File: src/rtl/nuc_seq_sched_pkg.sv
// rtl/nuc_seq_sched_pkg.sv - shared constants, state enum and helpers for nuc_seq_sched
package nuc_seq_sched_pkg;

  localparam int PROB_W     = 10;
  localparam int PROB_VEC_W = 4 * PROB_W;
  localparam int SUM_W      = 12;

  // Largest probability total the generator can normalise against.
  localparam logic [SUM_W-1:0] SUM_LIMIT = 12'd4093;

  localparam logic [1:0] NUC_A = 2'b00;
  localparam logic [1:0] NUC_C = 2'b01;
  localparam logic [1:0] NUC_G = 2'b10;
  localparam logic [1:0] NUC_T = 2'b11;

  typedef enum logic [2:0] {
    ST_IDLE,
    ST_CHECK,
    ST_SEED,
    ST_PRIME,
    ST_RUN,
    ST_FLUSH
  } state_e;

  // Sum of the four probability fields {T,G,C,A}, A in the LSBs.
  function automatic logic [SUM_W-1:0] prob_sum(input logic [PROB_VEC_W-1:0] p);
    return SUM_W'(p[9:0]) + SUM_W'(p[19:10]) + SUM_W'(p[29:20]) + SUM_W'(p[39:30]);
  endfunction

endpackage

File: src/rtl/nuc_seq_sched_if.sv
// rtl/nuc_seq_sched_if.sv - request, generator and output-stream bundle for nuc_seq_sched
interface nuc_seq_sched_if #(
  parameter int NUM_REQ = 4,
  parameter int LEN_W   = 16
);
  import nuc_seq_sched_pkg::*;

  logic [NUM_REQ-1:0]            req_valid;
  logic [NUM_REQ-1:0]            req_ready;
  logic [NUM_REQ*LEN_W-1:0]      req_len;
  logic [NUM_REQ*PROB_VEC_W-1:0] req_prob;

  logic [PROB_W-1:0] gen_prob_A;
  logic [PROB_W-1:0] gen_prob_C;
  logic [PROB_W-1:0] gen_prob_G;
  logic [PROB_W-1:0] gen_prob_T;
  logic [3:0]        gen_instance_id;
  logic              gen_reset;
  logic [1:0]        gen_result;

  logic        out_valid;
  logic        out_ready;
  logic [31:0] out_data;
  logic [4:0]  out_nvalid;
  logic        out_last;
  logic [3:0]  out_src;

  // Requesters, generator and output sink seen from outside the scheduler.
  modport master (
    output req_valid, req_len, req_prob, gen_result, out_ready,
    input  req_ready, gen_prob_A, gen_prob_C, gen_prob_G, gen_prob_T,
           gen_instance_id, gen_reset, out_valid, out_data, out_nvalid,
           out_last, out_src
  );

  // The scheduler itself.
  modport slave (
    input  req_valid, req_len, req_prob, gen_result, out_ready,
    output req_ready, gen_prob_A, gen_prob_C, gen_prob_G, gen_prob_T,
           gen_instance_id, gen_reset, out_valid, out_data, out_nvalid,
           out_last, out_src
  );

endinterface

File: src/rtl/nuc_seq_sched_pack16.sv
// rtl/nuc_seq_sched_pack16.sv - nuc_pack16: packs 2-bit nucleotides 16 per 32-bit word with valid/ready
module nuc_pack16 (
  input  logic        clk,
  input  logic        reset,
  input  logic        in_valid,
  input  logic [1:0]  in_data,
  input  logic        in_last,
  output logic        in_ready,
  output logic        out_valid,
  input  logic        out_ready,
  output logic [31:0] out_data,
  output logic [4:0]  out_nvalid,
  output logic        out_last
);

  logic [31:0] data_q, data_d;
  logic [3:0]  pos_q, pos_d;
  logic        pend_q, pend_d;
  logic [4:0]  nvalid_q, nvalid_d;
  logic        last_q, last_d;
  logic        accept;

  assign accept     = pend_q && out_ready;
  // A pending word blocks capture unless it leaves this very cycle.
  assign in_ready   = !pend_q || out_ready;
  assign out_valid  = pend_q;
  assign out_data   = data_q;
  assign out_nvalid = nvalid_q;
  assign out_last   = last_q;

  // Next word contents: release on accept, then drop a new sample into slot pos.
  always_comb begin
    data_d   = data_q;
    pos_d    = pos_q;
    pend_d   = pend_q;
    nvalid_d = nvalid_q;
    last_d   = last_q;
    if (accept) begin
      pend_d   = 1'b0;
      data_d   = '0;
      nvalid_d = '0;
      last_d   = 1'b0;
    end
    if (in_valid && in_ready) begin
      data_d = data_d | (32'(in_data) << {pos_q, 1'b0});
      if (pos_q == 4'd15 || in_last) begin
        pend_d   = 1'b1;
        nvalid_d = 5'(pos_q) + 5'd1;
        last_d   = in_last;
        pos_d    = 4'd0;
      end else begin
        pos_d = pos_q + 4'd1;
      end
    end
  end

  // Packer state registers.
  always_ff @(posedge clk) begin
    if (reset) begin
      data_q   <= '0;
      pos_q    <= '0;
      pend_q   <= 1'b0;
      nvalid_q <= '0;
      last_q   <= 1'b0;
    end else begin
      data_q   <= data_d;
      pos_q    <= pos_d;
      pend_q   <= pend_d;
      nvalid_q <= nvalid_d;
      last_q   <= last_d;
    end
  end

endmodule

File: src/rtl/nuc_seq_sched.sv
// rtl/nuc_seq_sched.sv - round-robin job scheduler for a shared nucleotide generator; NUC_SEQ_STATS_EN adds per-job base counters
module nuc_seq_sched
  import nuc_seq_sched_pkg::*;
#(
  parameter int NUM_REQ = 4,
  parameter int LEN_W   = 16,
  parameter int GEN_LAT = 2
) (
  input  logic           clk,
  input  logic           reset,
  nuc_seq_sched_if.slave bus,
  output logic           busy,
  output logic           done,
  output logic           err
`ifdef NUC_SEQ_STATS_EN
  ,
  output logic [15:0]    stat_a,
  output logic [15:0]    stat_c,
  output logic [15:0]    stat_g,
  output logic [15:0]    stat_t
`endif
);

  state_e                  state_q, state_d;
  logic [3:0]              rr_ptr_q;
  logic [3:0]              src_q;
  logic [LEN_W-1:0]        len_q, rem_q;
  logic [PROB_VEC_W-1:0]   prob_q;
  logic [7:0]              prime_q;
  logic                    done_q, done_d;

  logic [15:0]             valid_ext;
  logic [4:0]              scan_idx;
  logic                    grant_found;
  logic [3:0]              grant_idx;
  logic                    grant;
  logic [LEN_W-1:0]        sel_len;
  logic [PROB_VEC_W-1:0]   sel_prob;
  logic [SUM_W-1:0]        sum;
  logic                    job_bad;
  logic                    pk_in_ready;
  logic                    capture;
  logic                    in_last;

  assign valid_ext = 16'(bus.req_valid);

  // Round-robin scan: first asserted request at or after rr_ptr.
  always_comb begin
    grant_found = 1'b0;
    grant_idx   = 4'd0;
    scan_idx    = 5'd0;
    for (int k = 0; k < NUM_REQ; k++) begin
      scan_idx = 5'(rr_ptr_q) + 5'(k);
      if (scan_idx >= 5'(NUM_REQ)) scan_idx = scan_idx - 5'(NUM_REQ);
      if (!grant_found && valid_ext[scan_idx[3:0]]) begin
        grant_found = 1'b1;
        grant_idx   = scan_idx[3:0];
      end
    end
  end

  // Select the winner's length and probability fields.
  always_comb begin
    sel_len  = '0;
    sel_prob = '0;
    for (int k = 0; k < NUM_REQ; k++) begin
      if (grant_idx == 4'(k)) begin
        sel_len  = bus.req_len[k*LEN_W +: LEN_W];
        sel_prob = bus.req_prob[k*PROB_VEC_W +: PROB_VEC_W];
      end
    end
  end

  // No grant during the done cycle, so the next job starts after it.
  assign grant         = (state_q == ST_IDLE) && !done_q && grant_found && !reset;
  assign bus.req_ready = grant ? (NUM_REQ'(1) << grant_idx) : '0;

  assign sum     = prob_sum(prob_q);
  assign job_bad = (sum == '0) || (sum > SUM_LIMIT) || (len_q == '0);
  assign capture = (state_q == ST_RUN) && pk_in_ready;
  assign in_last = (rem_q == LEN_W'(1));

  // Job FSM next state plus err/done strobes.
  always_comb begin
    state_d = state_q;
    err     = 1'b0;
    done_d  = 1'b0;
    case (state_q)
      ST_IDLE:  if (grant) state_d = ST_CHECK;
      ST_CHECK: begin
        if (job_bad) begin
          err     = 1'b1;
          state_d = ST_IDLE;
        end else begin
          state_d = ST_SEED;
        end
      end
      ST_SEED:  state_d = ST_PRIME;
      ST_PRIME: if (prime_q == 8'(GEN_LAT - 1)) state_d = ST_RUN;
      ST_RUN:   if (capture && in_last) state_d = ST_FLUSH;
      ST_FLUSH: begin
        if (bus.out_valid && bus.out_ready && bus.out_last) begin
          done_d  = 1'b1;
          state_d = ST_IDLE;
        end
      end
      default:  state_d = ST_IDLE;
    endcase
  end

  // State, job latches, round-robin pointer and sample countdown.
  always_ff @(posedge clk) begin
    if (reset) begin
      state_q  <= ST_IDLE;
      rr_ptr_q <= '0;
      src_q    <= '0;
      len_q    <= '0;
      rem_q    <= '0;
      prob_q   <= '0;
      prime_q  <= '0;
      done_q   <= 1'b0;
    end else begin
      state_q <= state_d;
      done_q  <= done_d;
      if (grant) begin
        len_q    <= sel_len;
        prob_q   <= sel_prob;
        src_q    <= grant_idx;
        rr_ptr_q <= (grant_idx == 4'(NUM_REQ - 1)) ? 4'd0 : grant_idx + 4'd1;
      end
      if (state_q == ST_CHECK) rem_q <= len_q;
      else if (capture)        rem_q <= rem_q - LEN_W'(1);
      if (state_q == ST_SEED)       prime_q <= '0;
      else if (state_q == ST_PRIME) prime_q <= prime_q + 8'd1;
    end
  end

  assign bus.gen_prob_A      = prob_q[9:0];
  assign bus.gen_prob_C      = prob_q[19:10];
  assign bus.gen_prob_G      = prob_q[29:20];
  assign bus.gen_prob_T      = prob_q[39:30];
  assign bus.gen_instance_id = src_q;
  assign bus.gen_reset       = (state_q == ST_SEED);
  assign bus.out_src         = src_q;
  assign busy                = (state_q != ST_IDLE);
  assign done                = done_q;

  nuc_pack16 u_pack (
    .clk        (clk),
    .reset      (reset),
    .in_valid   (capture),
    .in_data    (bus.gen_result),
    .in_last    (in_last),
    .in_ready   (pk_in_ready),
    .out_valid  (bus.out_valid),
    .out_ready  (bus.out_ready),
    .out_data   (bus.out_data),
    .out_nvalid (bus.out_nvalid),
    .out_last   (bus.out_last)
  );

`ifdef NUC_SEQ_STATS_EN
  logic [15:0] stat_a_q, stat_c_q, stat_g_q, stat_t_q;

  // Per-job base counts of captured samples; cleared when the generator is reseeded.
  always_ff @(posedge clk) begin
    if (reset || state_q == ST_SEED) begin
      stat_a_q <= '0;
      stat_c_q <= '0;
      stat_g_q <= '0;
      stat_t_q <= '0;
    end else if (capture) begin
      case (bus.gen_result)
        NUC_A:   stat_a_q <= stat_a_q + 16'd1;
        NUC_C:   stat_c_q <= stat_c_q + 16'd1;
        NUC_G:   stat_g_q <= stat_g_q + 16'd1;
        default: stat_t_q <= stat_t_q + 16'd1;
      endcase
    end
  end

  assign stat_a = stat_a_q;
  assign stat_c = stat_c_q;
  assign stat_g = stat_g_q;
  assign stat_t = stat_t_q;
`endif

endmodule

File: src/flat_wrapper.sv
// flat-port wrapper written by rule: the top's interface ports become plain ports
module nuc_seq_sched_flat import nuc_seq_sched_pkg::*;
#(
  parameter int NUM_REQ = 4,
  parameter int LEN_W   = 16,
  parameter int GEN_LAT = 2
)
  (clk, reset, busy, done, err, bus_req_valid, bus_req_len, bus_req_prob, bus_gen_result, bus_out_ready, bus_req_ready, bus_gen_prob_A, bus_gen_prob_C, bus_gen_prob_G, bus_gen_prob_T, bus_gen_instance_id, bus_gen_reset, bus_out_valid, bus_out_data, bus_out_nvalid, bus_out_last, bus_out_src);
  nuc_seq_sched_if #(.NUM_REQ(NUM_REQ), .LEN_W(LEN_W)) bus_i ();
  input  logic clk;
  input  logic reset;
  output logic busy;
  output logic done;
  output logic err;
  input wire logic [$bits(bus_i.req_valid)-1:0] bus_req_valid;
  input wire logic [$bits(bus_i.req_len)-1:0] bus_req_len;
  input wire logic [$bits(bus_i.req_prob)-1:0] bus_req_prob;
  input wire logic [$bits(bus_i.gen_result)-1:0] bus_gen_result;
  input wire logic [$bits(bus_i.out_ready)-1:0] bus_out_ready;
  output wire logic [$bits(bus_i.req_ready)-1:0] bus_req_ready;
  output wire logic [$bits(bus_i.gen_prob_A)-1:0] bus_gen_prob_A;
  output wire logic [$bits(bus_i.gen_prob_C)-1:0] bus_gen_prob_C;
  output wire logic [$bits(bus_i.gen_prob_G)-1:0] bus_gen_prob_G;
  output wire logic [$bits(bus_i.gen_prob_T)-1:0] bus_gen_prob_T;
  output wire logic [$bits(bus_i.gen_instance_id)-1:0] bus_gen_instance_id;
  output wire logic [$bits(bus_i.gen_reset)-1:0] bus_gen_reset;
  output wire logic [$bits(bus_i.out_valid)-1:0] bus_out_valid;
  output wire logic [$bits(bus_i.out_data)-1:0] bus_out_data;
  output wire logic [$bits(bus_i.out_nvalid)-1:0] bus_out_nvalid;
  output wire logic [$bits(bus_i.out_last)-1:0] bus_out_last;
  output wire logic [$bits(bus_i.out_src)-1:0] bus_out_src;
  assign bus_i.req_valid = bus_req_valid;
  assign bus_i.req_len = bus_req_len;
  assign bus_i.req_prob = bus_req_prob;
  assign bus_i.gen_result = bus_gen_result;
  assign bus_i.out_ready = bus_out_ready;
  assign bus_req_ready = bus_i.req_ready;
  assign bus_gen_prob_A = bus_i.gen_prob_A;
  assign bus_gen_prob_C = bus_i.gen_prob_C;
  assign bus_gen_prob_G = bus_i.gen_prob_G;
  assign bus_gen_prob_T = bus_i.gen_prob_T;
  assign bus_gen_instance_id = bus_i.gen_instance_id;
  assign bus_gen_reset = bus_i.gen_reset;
  assign bus_out_valid = bus_i.out_valid;
  assign bus_out_data = bus_i.out_data;
  assign bus_out_nvalid = bus_i.out_nvalid;
  assign bus_out_last = bus_i.out_last;
  assign bus_out_src = bus_i.out_src;
  nuc_seq_sched #(.NUM_REQ(NUM_REQ), .LEN_W(LEN_W), .GEN_LAT(GEN_LAT)) u_core (.clk(clk), .reset(reset), .bus(bus_i), .busy(busy), .done(done), .err(err));
endmodule
File: config.mk
export PLATFORM = sky130hd
export DESIGN_NAME = nuc_seq_sched_flat
export DESIGN_NICKNAME = d
export VERILOG_FILES = /design/src/rtl/nuc_seq_sched_pkg.sv /design/src/rtl/nuc_seq_sched_if.sv /design/src/rtl/nuc_seq_sched_pack16.sv /design/src/rtl/nuc_seq_sched.sv /design/src/flat_wrapper.sv
export SDC_FILE = /design/constraint.sdc
export NUM_CORES = 1
export LEC_CHECK = 0
export CAP_MARGIN = 40
export CELL_PAD_IN_SITES_DETAIL_PLACEMENT = 1
export CELL_PAD_IN_SITES_GLOBAL_PLACEMENT = 1
export CORE_MARGIN = 1
export CORE_UTILIZATION = 25
export CTS_CLUSTER_SIZE = 8
export DETAILED_ROUTE_END_ITERATION = 8
export DONT_BUFFER_PORTS = 1
export PLACE_DENSITY_LB_ADDON = 0.1
export SLEW_MARGIN = 20
export SYNTH_ARGS = -nofsm -noshare
export SYNTH_HDL_FRONTEND = slang
export SYNTH_HIERARCHICAL = 1
export SYNTH_SLANG_ARGS = --single-unit
File: constraint.sdc
create_clock -name clk -period 11.5 [get_ports clk]
set_input_delay 2.3 -clock clk [delete_from_list [all_inputs] [get_ports clk]]
set_output_delay 2.3 -clock clk [all_outputs]
set_load 0.02 [all_outputs]
### Word level (Yosys, flattened, before mapping)

Cells that the tools add are included.

* shift-type cells: 2
* multiply operators: 0
* eq/ne operators: 15
* divide/modulo/power cells: 0
* reduce and logical (&&, ||, !) cells: 30
* order comparisons: 9
* $add $sub $neg: 15
* bitwise gates (word level): 2
* mux-type cells: 53

Operators with widths (number)
* $mux 40: 4
* $mux 16: 6
* $mux 32: 2
* $mux 4: 11
* $or 32x32->32: 1
* $shl 2x5->32: 1
* $add 12x10->12: 2
* $lt 4x5->1 const B: 4
* $pmux 3 s6: 1
* $mux 1: 17
* $bmux 1 s4: 4
* $eq 16x1->1 const B: 1
* $logic_not 16->1: 1
* $sub 16x1->16 const B: 1
* $sub 4x3->4 const B: 4
* $ge 5x3->1 const B: 3
* $mux 5: 3
* $gt 12x12->1 const B: 1
* $logic_not 12->1: 1
* $mux 3: 4
* $add 10x10->11: 1
* $logic_and 1x1->1: 11
* $add 4x1->5 const B: 2
* $add 4x2->5 const B: 2
* 23 further kinds: 38

* memory bits (writable): 0
* memories: 0
* flip-flop bits (word level): 135
* latch bits: 0
* bits in read-only memories: 0
* logic and storage cells: 139
* output and inout port bits: 95

### Depth between registers and ports, before layout

* depth in word-level cells: 19
* depth in mapped cells: 22

### Cells and area by module

Netlist, hierarchy kept.

By module, submodules not included
* nuc_seq_sched: instances 1, cells an instance 950, seq. area each 1841.8 um^2, area each 7138.1 um^2
* nuc_pack16: instances 1, cells an instance 200, seq. area each 860.8 um^2, area each 1836.8 um^2

### Worst setup path before layout

No wires, ideal clock.

* kind: input to output
* from: input bus_req_valid[1]
* to: output bus_req_ready[3]
* buffers on the path: 0
* data arrival time: 4.211 ns
* required time: 9.200 ns
* path slack: 4.989 ns
* stages on the path: 7
* path through: inv_1 > a221o_1 > a211oi_1 > nor2_4 > and3_2 > or2_4 > nor3b_1

* word-level cells in the longest chain between the ends: 15

RTL lines
* start: declaration: line flat_wrapper.sv:15 `input wire logic [$bits(bus_i.req_valid)-1:0] bus_req_valid;`
* $bmux 1 s4: line nuc_seq_sched.sv:55 `if (!grant_found && valid_ext[scan_idx[3:0]]) begin`
* $mux 1 (implied by the code): line nuc_seq_sched.sv:55
* $mux 1: line nuc_seq_sched.sv:55
* $logic_not 1->1: line nuc_seq_sched.sv:55
* $logic_and 1x1->1: line nuc_seq_sched.sv:55
* $mux 1: line nuc_seq_sched.sv:55
* $logic_not 1->1: line nuc_seq_sched.sv:55
* $logic_and 1x1->1: line nuc_seq_sched.sv:55
* $mux 1: line nuc_seq_sched.sv:55
* $logic_not 1->1: line nuc_seq_sched.sv:55
* $logic_and 1x1->1: line nuc_seq_sched.sv:55
* $mux 1: line nuc_seq_sched.sv:55
* $logic_and 1x1->1 (2 in series): line nuc_seq_sched.sv:75 `assign grant = (state_q == ST_IDLE) && !done_q && grant_found && !reset;`
* $mux 4 (*): line nuc_seq_sched.sv:76 `assign bus.req_ready = grant ? (NUM_REQ'(1) << grant_idx) : '0;`
* end: declaration: line flat_wrapper.sv:20 `output wire logic [$bits(bus_i.req_ready)-1:0] bus_req_ready;`

Mark *: on every way between the ends. The rest lies on a longest branch, timed or not. The select of a mux whose other input is x is not followed.

### Worst setup path after layout

* from: register u_core.prob_q[13]
* to: output err

* word-level cells in the longest chain between the ends: 8

RTL lines
* start: declaration: line nuc_seq_sched.sv:28 `logic [PROB_VEC_W-1:0] prob_q;`
* start signal: assignment: line nuc_seq_sched.sv:127 `prob_q <= sel_prob;`
* $add 10x10->11 (*): line nuc_seq_sched_pkg.sv:27 `return SUM_W'(p[9:0]) + SUM_W'(p[19:10]) + SUM_W'(p[29:20]) + SUM_W'(p[39:30]);`
* $add 12x10->12 (*) (2 in series): line nuc_seq_sched_pkg.sv:27
* $gt 12x12->1 or $logic_not 12->1 (tied branches): line nuc_seq_sched.sv:79 `assign job_bad = (sum == '0) || (sum > SUM_LIMIT) || (len_q == '0);`
* $logic_or 1x1->1 (*) (2 in series): line nuc_seq_sched.sv:79
* $mux 1 (*): line nuc_seq_sched.sv:91 `if (job_bad) begin`
* $mux 1 (*): line nuc_seq_sched.sv:88 `case (state_q)`
* end: declaration: line flat_wrapper.sv:14 `output logic err;`

Mark *: on every way between the ends. The rest lies on a longest branch, timed or not.

==> impl_metrics.toml <==
[status]
run_status = "complete, but fails checks"
violated_checks = "design-rule violations"

[detailed_routing]
final_antenna_net_count = 0
detailedRoute.firstPassIterationCount = 8
routed_wire_length_per_instance_um = 21.7
vias = 8144
route.detailed.vias_per_inst = 5.24
drt_first_iter_violations = 343
route.final.wire_length_mm = 33.7
drc_errors = 4

[die]
starting_density_pct = 25.3
rows = 69
floorplan.io_pins = 328
die_area_mm2 = 0.0367
die_x_um = 191
die-height_um = 191
core_mm2 = 0.0355

[global_route]
grtUsageMet3_pct = 4.81
antenna_found_initial = 2
most_crowded_layer_after_global_routing = "met2"
grt_overflow = 0
grt_util_all_layers_pct = 18.2
use_met1_pct = 23.6
gr-usage-met2_pct = 29.5
grt_max_degree = 90
grt_pass1_vias = 8263
first_pass_grt_wire_length_mm = 50.3

[cells_and_area]
most-common-layout-cells = "158 x sky130_fd_sc_hd__nor2_1, 142 x sky130_fd_sc_hd__a21oi_1, 135 x sky130_fd_sc_hd__nand2_1, 135 x sky130_fd_sc_hd__dfxtp_1, 55 x sky130_fd_sc_hd__o211ai_1"
multi_input_comb_area_mm2 = 0.00573
register_area_mm2 = 0.00270
drive_gt1_share_pct = 6.51
finish.instance_area_mm2 = 0.00979
area_added_between_synthesis_and_finish_pct = 9.05
most_frequent_standard_cell_in_the_layout_excluding_fill_and_tap_cells = "sky130_fd_sc_hd__nor2_1"
nets = 1364
n_fill_cell = 4185

[timing]
rsz_0062_raised_after_global_routing = "no"
maxSlewViolCount = 0
setup_tns_ps = 0
post-route-min-period_ps = 7050
fmax_ghz = 0.142
hold_viol_final = 0
fin_skew_ps = 13.4
tightestPinTransition_ps = 768
setup_violations_final = 0
maxSlewHeadroom_pct = 48.7
finalCritPeriodShare_pct = 61.3

[cts]
clkTransAtPathRegs_ps = 70
postCtsResizedCells = 0
clkLatencyLatePin_ps = 430
cts_hold_repair.buffers = 0
clk_root_buffer_cell = "sky130_fd_sc_hd__clkbuf_16"
clock_tree.htree_level_count = 4
post-cts-setup-buffer-count = 0
cts_made_buffers = 17
clockBufferDepth = 2
clock_sink_count = 135
clock_tree_from_tritoncts = "yes"

[worst_setup_path]
cpPeakStageDelay_ps = 560
cp_common_cell = "sky130_fd_sc_hd__fa_1"
path_cells = "fa_1, fa_1, ha_1, nor2b_1, o2111a_1, or4_1, a2111oi_0, o2111ai_1, mux2_2, a21oi_1"
reg2reg_from = "u_core/rr_ptr_q[1]"
timing.reg2reg.worst_path_depth = 20
worstReg2RegEnd = "u_core/prob_q[39]"
worstSetupStartpointType = "register"
required_ps = 9200
worst_path_max_delay_cell = "sky130_fd_sc_hd__fa_1"
worst_setup_path_end_kind = "primary output"
worstSetupPathType = "reg -> out"
rrSetupSlack_ps = 5930
data_arrival_time_of_the_critical_path_ps = 4750
worst-path-max-fanout = 4

[pwr]
max-vdd-ir-drop_uv = 223
power.sequential.fraction_pct = 21.6
power-per-cell-area_mw_per_mm2 = 385
cellInternalPower_mw = 1.73
comb_power_share_pct = 64.4
leakagePower_nw = 4.01
power.switching_fraction_pct = 54.0
net-switching-power_mw = 2.03
power_frac_clock_pct = 14.0

[placement]
detailedPlacementHpwl_mm = 26.0
port_buffers = 0
instance_area_at_placement_mm2 = 0.00920
gp_congestion = 0.822

[logic_synthesis]
synth.top_cell.area_share_pct = 30.1
post_synth_edffs = 0
ys_seq_area_share_pct = 30.1
synth_top_area_cell = "sky130_fd_sc_hd__dfxtp_1"
synth_fp_nets = 1435
top_post_synthesis_cells_by_area = "sky130_fd_sc_hd__dfxtp_1 30%, sky130_fd_sc_hd__a21oi_1 7.9%, sky130_fd_sc_hd__nor2_1 6.6%"
synth_ff_type = "sky130_fd_sc_hd__dfxtp_1"
yosys.cell_types.count = 79
post_synth.cell_area_avg_um2 = 7.80
yosys_warnings = 6
post_synth_inst_count = 1150
synth_async_sr_flop_share_pct = 0
number_of_synthesized_register_bits = 135
netlist_area_mm2 = 0.00897

[worst_hold_path]
min_from = "u_core/rem_q[13]"
hold_depth = 2
hold-path-endpoint = "u_core/rem_q[13]"
worstHoldPathType = "reg -> reg"

[run]
number_of_maximum_capacitance_violations = 0
-- metrics by stage --
step / power [mW] / hold slack, ps / setup WS (ps) / util (%) / cells
after global routing: 4.16 / 503 / 4260 / 27.6 / 1553
after CTS: 3.82 / 472 / 4380 / 27.5 / 1551
after global placement: 3.26 / 459 / 4620 / 25.9 / 1519
after floorplan: 2.57 / 438 / 4990 / - / 1150
final: 3.77 / 467 / 4450 / 27.6 / 1554
after detailed placement: 3.27 / 462 / 4630 / 25.9 / 1520
-- final cells by class --
| cell class | instances | share of cell area [%] |
|---|---|---|
| Multi-Input combinational cell | 882 | 58.6 |
| Clock buffer | 18 | 4.39 |
| Clock inverter | 13 | 1.25 |
| Inverter | 32 | 1.23 |
| Antenna cell | 2 | 0.0511 |
| Sequential cell | 135 | 27.6 |
| Tap cell | 461 | 5.89 |
| Timing Repair Buffer | 11 | 1.02 |
-- synthesized netlist by cell type (all sizes together) (3+ instances only) --
cell type and count:
o31ai 3, a21oi 142, or3 3, a22oi 5
a221oi 8, nor2 159, and3 7, nand3b 21
nand2b 7, mux2 3, o311ai 5, and4 3
nand4 12, o211ai 56, a32oi 10, buf 33
nor3b 3, inv 31, nor2b 15, a31o 3
or4 4, a211oi 15, o2111ai 3, nor4 12
nand3 23, nand2 135, nor4b 3, o211a 54
xor2 12, and4b 4, o21ai 27, xnor2 9
or2 3, a31oi 7, fa 20, ha 32
dfxtp 135, nor3 17, a2111oi 3, clkbuf 68
and2 4
-- power groups by stage --
stage | Clock, mW | Sequential (mW) | Combinational [mW]
floorplan | 0 | 0.738 | 1.83
global placement | 0 | 0.829 | 2.43
CTS | 0.549 | 0.819 | 2.45
finish | 0.529 | 0.813 | 2.42
global route | 0.571 | 0.832 | 2.75
detailed placement | 0 | 0.829 | 2.44
-- metal layers --
metal	routed length (um)	share of wire, %
met5	0	0
met4	518	1.5
met3	2220	6.6
met2	15400	46
met1	15500	46
-- worst max-delay path, delay by kind of cell, from the launching register on --
kind            cells  cell delay (ps)
compound gates      4             1430
fa+ha+maj           3             1420
flops               1              510
mux                 1              320
simple gates        2              670
-- state kept, by name, summed over array words and instances, names as in the netlist --
signal and count:
u_core/prob_q 40, u_core/u_pack/out_data 32, u_core/len_q 16, u_core/rem_q 16, u_core/prime_q 8, u_core/u_pack/out_nvalid 5, u_core/bus.gen_instance_id 4, u_core/rr_ptr_q 4
u_core/u_pack/pos_q 4, u_core/state_q 3, u_core/done 1, u_core/u_pack/out_last 1, u_core/u_pack/out_valid 1
-- worst max-delay path by stage --
stage	cells past startpoint	slack, ps	endpoint	from
finish	10	4450	err	u_core/prob_q[13]
global route	12	4260	err	u_core/prob_q[11]
CTS	10	4380	err	u_core/prob_q[13]
detailed placement	8	4630	bus_req_ready[2]	bus_req_valid[1]
global placement	8	4620	bus_req_ready[2]	bus_req_valid[1]
floorplan	7	4990	bus_req_ready[3]	bus_req_valid[1]
-- logic make-up (layout without fill, tap and decap cells) --
group                      count (synthesis)  after routing  synth area share (%)
xor gates and xnor gates                  21             21                  2.13
and+or+nand+nor                          441            441                  23.2
adders and majority gates                 52             52                  8.92
muxes                                      7              7                  1.13
DFF                                      135            135                  30.1
other                                      0              2                     0
AOI/OAI and AO/OA                        361            361                  28.1
buffers and inverters                    133             74                  6.48
Power figures use the tool's default switching activity.
==> variant: new RTL, same settings <==
`LEN_W` is set to 16 in 3 places; all go to 32.
--- a/src/rtl/nuc_seq_sched_if.sv
+++ b/src/rtl/nuc_seq_sched_if.sv
@@ -1,7 +1,7 @@
 // rtl/nuc_seq_sched_if.sv - request, generator and output-stream bundle for nuc_seq_sched
 interface nuc_seq_sched_if #(
   parameter int NUM_REQ = 4,
-  parameter int LEN_W   = 16
+  parameter int LEN_W   = 32
 );
   import nuc_seq_sched_pkg::*;
 
--- a/src/rtl/nuc_seq_sched.sv
+++ b/src/rtl/nuc_seq_sched.sv
@@ -3,7 +3,7 @@
   import nuc_seq_sched_pkg::*;
 #(
   parameter int NUM_REQ = 4,
-  parameter int LEN_W   = 16,
+  parameter int LEN_W   = 32,
   parameter int GEN_LAT = 2
 ) (
   input  logic           clk,
--- a/src/flat_wrapper.sv
+++ b/src/flat_wrapper.sv
@@ -2,7 +2,7 @@
 module nuc_seq_sched_flat import nuc_seq_sched_pkg::*;
 #(
   parameter int NUM_REQ = 4,
-  parameter int LEN_W   = 16,
+  parameter int LEN_W   = 32,
   parameter int GEN_LAT = 2
 )
   (clk, reset, busy, done, err, bus_req_valid, bus_req_len, bus_req_prob, bus_gen_result, bus_out_ready, bus_req_ready, bus_gen_prob_A, bus_gen_prob_C, bus_gen_prob_G, bus_gen_prob_T, bus_gen_instance_id, bus_gen_reset, bus_out_valid, bus_out_data, bus_out_nvalid, bus_out_last, bus_out_src);
Ports: changed (resized bus_req_len); port bits go from 328 to 392. No check against the original RTL was run, so the function may have changed too.
==> variant against the unedited design <==
  * Register-to-register slack improved by 0.33 ns
  * Highest routed layer is now met5
  * Critical path type unchanged
  * Largest cell class unchanged
  * Worst setup slack gained 0.23 ns
  * Area after synthesis is 21% higher
  * Wire length grew 32%
  * Synthesized cell count grew 24%
  * Sequential power rose by 24%
  * Final area grew 20%
  * Largest power group unchanged
  * Via count rose by 25%
  * Sequential cell count up 32
  * Clock power rose by 9.3%
  * First-iteration DRC count rose by 50%
  * Power increased by 12%
==> variant: results (changes against the unedited design) <==
.. list-table::
   :header-rows: 1

   * - Metric
     - Value
   * - Worst slew slack as a fraction of its limit
     - 46.6% (was 48.7%)
   * - First-pass GRT wire length
     - 66500 microns (was 50300 microns)
   * - Met1 track demand over resource
     - 24.2% (was 23.6%)
   * - Global-route met2 utilization
     - 34.2% (was 29.5%)
   * - Cell count after placement
     - 1888 (was 1520)
   * - Met3 Resource Use GR
     - 5.78% (was 4.81%)
   * - Detailed Place HPWL
     - 33700 microns (was 26000 microns)
   * - Routed WL per cell
     - 23.1 microns (was 21.7 microns)
   * - Xor/xnor share of the synthesized area
     - 1.86% (was 2.13%)
   * - Run status
     - finished, final reports clean (was finished, violations left)
   * - Count of input and output buffers
     - 0 (unchanged)
   * - Count of mapped cells out of synthesis
     - 1424 (was 1150)
   * - Part of the Yosys area used for sequential elements
     - 30.9% (was 30.1%)
   * - CP max FO
     - 3 (was 4)
   * - Compound-gate portion of the synthesized area
     - 29.2% (was 28.1%)
   * - Relative contribution of sequential cells to total power
     - 24.0% (was 21.6%)
   * - Proportion of power drawn by the clock network
     - 13.8% (was 14.0%)
   * - Post-Synth Adder-Cell Area
     - 7.17% (was 8.92%)
   * - Clock insertion delay at the later pin of the skew report
     - 0.46 ns (was 0.43 ns)
   * - Initial antenna violation count
     - 8 (was 2)
   * - Initial DRT Pass Iterations
     - 5 (was 8)
   * - Multiplexer fraction of the synthesized cell area
     - 1.10% (was 1.13%)
   * - Net count, final
     - 1679 (was 1364)
   * - Clock-net power
     - 578 uW (was 529 uW)
   * - Share of final-layout standard cells stronger than drive strength 1
     - 4.91% (was 6.51%)
   * - Post-Route Skew
     - 0.00980 ns (was 0.0134 ns)
   * - Vias post-DR
     - 10200 (was 8144)
   * - Leak pwr
     - 4.81 nW (was 4.01 nW)
   * - Internal power summed over all cells
     - 1.96 mW (was 1.73 mW)
   * - Global placer's final weighted congestion
     - 0.865 (was 0.822)
   * - Critical Path AT
     - 4.52 ns (was 4.75 ns)
   * - Largest net degree at the start of global routing
     - 160 (was 90)
   * - Clock-pin slew on the worst setup and hold paths
     - 0.07 ns (about the same)
   * - Slowest stage cell, crit path
     - sky130_fd_sc_hd__dfxtp_1 (was sky130_fd_sc_hd__fa_1)
   * - Synth area leaders
     - sky130_fd_sc_hd__dfxtp_1 31%, sky130_fd_sc_hd__a21oi_1 9.7%, sky130_fd_sc_hd__nor2_1 7.0% (was sky130_fd_sc_hd__dfxtp_1 30%, sky130_fd_sc_hd__a21oi_1 7.9%, sky130_fd_sc_hd__nor2_1 6.6%)
   * - Flop2flop setup slack
     - 6.26 ns (was 5.93 ns)
   * - Family with the most delay on the worst path
     - adder cells (was compound AO/OA/AOI/OAI gates)
   * - Synthesized Nets
     - 1771 (was 1435)
   * - Maximum resistive drop on vdd
     - 218 uV (was 223 uV)
   * - Synth cell types
     - 72 (was 79)
   * - Total global routing track utilization
     - 20.0% (was 18.2%)
   * - Resized Gates After CTS
     - 0 (unchanged)
==> variant: final timing paths <==
check / start / to / cells past startpoint
min reg2reg: u_core/rem_q[29] / u_core/rem_q[29] / 2
max reg2reg: u_core/rr_ptr_q[2] / u_core/len_q[27] / 18
min: u_core/rem_q[29] / u_core/rem_q[29] / 2
max: u_core/prob_q[11] / err / 12
==> variant: layout make-up <==
type,count,area [sq um]
Antenna cell,2,5.00
Clock buffer,19,433
Clock inverter,11,128
Fill cell,5069,30500
Inverter,27,101
Multi-Input combinational cell,1105,6880
Sequential cell,167,3340
Tap cell,577,722
Timing Repair Buffer,14,170
==> variant: metrics by stage <==
stage	worst slack (ns)	hold WS, ns
after floorplan	5.08	0.444
after global placement	4.75	0.453
after detailed placement	4.71	0.469
after CTS	4.60	0.479
after global routing	4.50	0.500
final	4.68	0.480
==> variant: routing by layer <==
metal  part of all wire, %  up-vias
met2                    48      287
met1                    43     4874
li1                      -     4942
met5                  0.18        -
met3                   6.5       56
met4                   2.3       12
